[config.mk]
export PLATFORM = sky130hd
export DESIGN_NAME = key_handle_multi
export DESIGN_NICKNAME = d
export VERILOG_FILES = /design/src/rtl/key_handle_multi.sv
export SDC_FILE = /design/constraint.sdc
export NUM_CORES = 1
export LEC_CHECK = 0
export CAP_MARGIN = 20
export CORE_MARGIN = 1.5
export CORE_UTILIZATION = 52
export CTS_BUF_LIST = sky130_fd_sc_hd__clkbuf_8 sky130_fd_sc_hd__clkbuf_16
export DETAILED_ROUTE_END_ITERATION = 7
export GPL_TIMING_DRIVEN = 0
export PLACE_DENSITY = 0.9
export SKIP_CTS_REPAIR_TIMING = 1
export SYNTH_ARGS = -nofsm -noshare
export SYNTH_HDL_FRONTEND = slang
export SYNTH_SLANG_ARGS = --single-unit
[constraint.sdc]
create_clock -name clk -period 3 [get_ports clk]
set_input_delay 0.6 -clock clk [delete_from_list [all_inputs] [get_ports clk]]
set_output_delay 0.6 -clock clk [all_outputs]
set_load 0.01 [all_outputs]
[src/rtl/key_handle_multi.sv]
`default_nettype none
// ============================================================================
//  Module   : key_handle_multi
//  Purpose  : Multi-channel key conditioner: synchroniser, counter debouncer,
//             and run-time selectable release/press/both event pulses.
//  Options  : define KEY_AUTOREPEAT_EN to add press auto-repeat (rpt output).
//  Revision : 1.0  initial release
// ============================================================================
module key_handle_multi #(
    parameter int N_KEYS          = 4,
    parameter int SYNC_STAGES     = 2,
    parameter int DEBOUNCE_CYCLES = 4,
    parameter int REPEAT_DELAY    = 16,
    parameter int REPEAT_PERIOD   = 8
) (
    input  logic              clk,
    input  logic              reset,
    input  logic [N_KEYS-1:0] in,
    input  logic [1:0]        mode,
    output logic [N_KEYS-1:0] level,
    output logic [N_KEYS-1:0] evt,
    output logic              evt_any,
    output logic [N_KEYS-1:0] rpt
);

    localparam int              c_CW      = $clog2(DEBOUNCE_CYCLES + 1);
    localparam logic [c_CW-1:0] c_DB_LAST = c_CW'(DEBOUNCE_CYCLES - 1);

`ifdef KEY_AUTOREPEAT_EN
    localparam int              c_RMAX     = (REPEAT_DELAY > REPEAT_PERIOD) ? REPEAT_DELAY : REPEAT_PERIOD;
    localparam int              c_RW       = $clog2(c_RMAX + 1);
    localparam logic [c_RW-1:0] c_RD_LAST  = c_RW'(REPEAT_DELAY - 1);
    localparam logic [c_RW-1:0] c_RP_LAST  = c_RW'(REPEAT_PERIOD - 1);
    logic [N_KEYS-1:0]          w_rpt_nxt;
`endif

    logic              w_rise_en;
    logic              w_fall_en;
    logic [N_KEYS-1:0] w_lvl;
    logic [N_KEYS-1:0] w_evt_nxt;
    logic [N_KEYS-1:0] r_evt;
    logic              r_evt_any;

    // Mode is decoded combinationally so it is qualified at the edge the level moves.
    assign w_fall_en = (mode == 2'b00) || (mode == 2'b10);
    assign w_rise_en = (mode == 2'b01) || (mode == 2'b10);

    for (genvar i = 0; i < N_KEYS; i++) begin : g_ch
        logic [SYNC_STAGES-1:0] r_sync;
        logic [c_CW-1:0]        r_cnt;
        logic                   r_lvl;
        logic                   w_s;
        logic                   w_accept;
        logic                   w_rep_pulse;

        assign w_s      = r_sync[SYNC_STAGES-1];
        assign w_accept = (w_s != r_lvl) && (r_cnt == c_DB_LAST);

        always_ff @(posedge clk or negedge reset) begin
            if (!reset) begin
                r_sync <= '0;
                r_cnt  <= '0;
                r_lvl  <= 1'b0;
            end else begin
                r_sync <= {r_sync[SYNC_STAGES-2:0], in[i]};
                if ((w_s == r_lvl) || w_accept) begin
                    r_cnt <= '0;
                end else begin
                    r_cnt <= r_cnt + 1'b1;
                end
                if (w_accept) begin
                    r_lvl <= w_s;
                end
            end
        end

`ifdef KEY_AUTOREPEAT_EN
        logic [c_RW-1:0] r_rcnt;
        logic            r_rph;
        logic            w_rep_hit;

        // Repeat only while the level is held high and not about to change this edge.
        assign w_rep_hit   = r_lvl && !w_accept && (r_rcnt == (r_rph ? c_RP_LAST : c_RD_LAST));
        assign w_rep_pulse = w_rep_hit && w_rise_en;
        assign w_rpt_nxt[i] = w_rep_pulse;

        always_ff @(posedge clk or negedge reset) begin
            if (!reset) begin
                r_rcnt <= '0;
                r_rph  <= 1'b0;
            end else if (!r_lvl || w_accept) begin
                r_rcnt <= '0;
                r_rph  <= 1'b0;
            end else if (w_rep_hit) begin
                r_rcnt <= '0;
                r_rph  <= 1'b1;
            end else begin
                r_rcnt <= r_rcnt + 1'b1;
            end
        end
`else
        assign w_rep_pulse = 1'b0;
`endif

        assign w_lvl[i]     = r_lvl;
        assign w_evt_nxt[i] = (w_accept && w_s && w_rise_en)
                            || (w_accept && !w_s && w_fall_en)
                            || w_rep_pulse;
    end

    always_ff @(posedge clk or negedge reset) begin
        if (!reset) begin
            r_evt     <= '0;
            r_evt_any <= 1'b0;
        end else begin
            r_evt     <= w_evt_nxt;
            r_evt_any <= |w_evt_nxt;
        end
    end

`ifdef KEY_AUTOREPEAT_EN
    logic [N_KEYS-1:0] r_rpt;

    always_ff @(posedge clk or negedge reset) begin
        if (!reset) begin
            r_rpt <= '0;
        end else begin
            r_rpt <= w_rpt_nxt;
        end
    end

    assign rpt = r_rpt;
`else
    assign rpt = '0;
`endif

    assign level   = w_lvl;
    assign evt     = r_evt;
    assign evt_any = r_evt_any;

endmodule
`default_nettype wire

==> reports/metrics.yaml <==
status: "finished, final reports clean"
timing.critical_path.fanout_max: 4
die_h_microns: 51.1
row_count: 17
drive_above_1_share_pct: 18.4
cts_tree: "built"
max_freq_mhz: 447
static_leakage_nw: 0.778
cells_along_the_critical_path: "clkdlybuf4s50_1 > inv_1 > ha_1 > inv_1 > o22ai_1 > and2_4 > or4_4"
cts_max_level: 2
multi_input_comb_area_sq_um: 385
grt_pass1_wl_mm: 3.50
die_x_microns: 51.1
final_area_sq_um: 1540
post_drt_wl_per_cell_microns: 12.5
routed-via-count: 719
fin_total_pwr_mw: 1.29
netlist_top_cells_count: "29 x sky130_fd_sc_hd__dfrtp_1, 12 x sky130_fd_sc_hd__nor2_1, 11 x sky130_fd_sc_hd__inv_1"
maxSlewViolCount: 0
ff_latch_count_synth: 29
fin_nets: 142
post_synth_edffs: 0
placed_cells_incl_taps: 145
report.final.setup_viol: 0
final_min_period_over_clock_period_pct: 74.6
unrepaired_setup_endpoints_after_global_routing: "false"
area.growth.synth_to_final_pct: 28.1
yosys_most_used_dff: "sky130_fd_sc_hd__dfrtp_1"
final_core_util_pct: 70.2
grt_start_max_net_pins: 23
hold_viol: 0
first_pass_iters: 4
syn_inst: 97
grt_use_total_pct: 19.6
postRouteWirelength_mm: 1.92
max_stage_delay_ns: 0.53
final-seq-area_sq_um: 726
cts_inserted_buffers: 5
finalSetupTns_ns: 0
maxCapViolCount: 0
critPathCaptureType: "flop"
post_route_minimum_period_ns: 2.24
gr-total-overflow: 0
drt-initial-drc-count: 7
maximum_count_of_clock_buffers_along_a_single_path: 2
synth_async_sr_flop_share_pct: 100
synth_largest_type_area_fraction_pct: 60.4
cpMostUsedCell: "sky130_fd_sc_hd__inv_1"
vdd.ir_drop.worst_uv: 562
number_of_antenna_violations_at_the_first_check_in_global_routing: 0
criticalPathCategory: "primary input to flop"
starting_density_of_the_core_pct: 54.8
postRouteAntennaNets: 0
postSynthAreaPerCell_sq_um: 12.4
detail_route.drc_violations: 0
floorplan.die_area_sq_um: 2610
dpl-instance-area_sq_um: 1420
synth_area_leaders: "sky130_fd_sc_hd__dfrtp_1 60%, sky130_fd_sc_hd__ha_1 10%, sky130_fd_sc_hd__buf_4 5.0%"
clkTransAtPathRegs_ns: 0.06
synth-seq-area-share_pct: 60.4
worst_clock_skew_ns: 0.00567
min-delay-path-class: "flop to flop"
synthMostInstantiatedCell: "sky130_fd_sc_hd__dfrtp_1"
n_antenna_cell: 0
clock_insertion_delay_worst_skew_ns: 0.28
yosysWarnings: 0
synth_top_cell_by_area: "sky130_fd_sc_hd__dfrtp_1"
dp.final_hpwl_mm: 1.33
layout.cells.non_filler: 153
cts.sink_count: 29
cts_root_buffer_type: "sky130_fd_sc_hd__clkbuf_8"
coreArea_sq_um: 2190
floorplan.io_pins: 21
cp.arrival_ns: 2.38
number_of_global_route_vias_before_repair: 766
detailed_route_vias_per_instance: 4.70
synth.distinct_cells: 14
mapped_area_sq_um: 1200
required_ns: 3.14
place.gp.congestion: 0.702
critical-path-slowest-cell: "sky130_fd_sc_hd__or4_4"
fillers: 153
critPathLaunchType: "primary input"
power_density_nw_per_um2: 841
port_buffers: 16
-- area by class of cell --
| class | count | area share (%) |
|---|---|---|
| sequential | 29 | 47.2 |
| multi-input combinational | 52 | 25.0 |
| timing repair buffer | 17 | 11.4 |
| clock buffer | 6 | 5.37 |
| buffer | 8 | 3.90 |
| inverter | 11 | 2.68 |
| tap | 28 | 2.28 |
| clock inverter | 2 | 2.20 |
-- cell families (layout without fill, tap and decap cells) --
family,count (synthesis),in the layout,share of synthesized area [%]
AOI/OAI and AO/OA,8,8,4.58
DFF,29,29,60.4
adders and majority gates,10,10,10.4
other,1,4,0.312
buffers and inverters,19,44,8.44
and+or+nand+nor,26,26,12.1
muxes,4,4,3.75
-- metrics by stage --
| stage | hold WS [ns] | setup slack (ns) |
|---|---|---|
| 5_1_grt | 0.356 | 0.709 |
| 2_1_floorplan | 0.304 | 1.12 |
| 3_3_place_gp | 0.334 | 0.584 |
| 3_5_place_dp | 0.337 | 0.516 |
| 6_report | 0.349 | 0.761 |
| 4_1_cts | 0.351 | 0.759 |
-- worst max-delay path, delay by kind of cell --
family	cells	cell delay, ns
simple gates	2	0.71
buf+inv	3	0.69
fa+ha+maj	1	0.26
compound gates	1	0.12
-- layout by cell type (no fill, tap or decap), drive strengths merged --
cell type	instances
nand2b	8
a21o	4
dfrtp	29
or4	1
o22ai	4
clkdlybuf4s50	16
ha	10
bufinv	1
mux2	4
inv	12
conb	4
and2	4
nor2	13
buf	9
clkbuf	6
-- final timing paths --
path / startpoint / endpoint / slack [ns] / cells past startpoint
max in group asynchronous: reset / g_ch[0].r_cnt[2] / 1.89 / 2
min in group asynchronous: reset / g_ch[1].r_lvl / 0.63 / 1
min reg2reg: g_ch[0].r_sync[0] / g_ch[0].r_sync[1] / 0.35 / 0
max: mode[1] / evt_any / 0.76 / 7
max reg2reg: g_ch[3].r_cnt[0] / evt_any / 1.37 / 4
min: g_ch[0].r_sync[0] / g_ch[0].r_sync[1] / 0.35 / 0
-- flip-flops by register name, indices dropped and copies added, names as in the netlist --
register and flops:
g_ch.r_cnt 12, evt_any 1, g_ch.r_sync 8, g_ch.r_lvl 4, evt 4
-- routing by layer --
metal,GRT usage (%),vias to the layer above,routed length (microns)
li1,-,349,-
met1,20.2,343,735
met2,35.1,22,1040
met3,7.02,5,100
met4,9.46,0,44
met5,0,-,0
-- report_power, final --
group	internal, mW	leakage [nW]	switching, mW	total (mW)
logic	0.206	0.345	0.154	0.361
registers	0.480	0.370	0.0511	0.531
clock network	0.267	0.0626	0.135	0.402
Power figures use the tool's default switching activity.
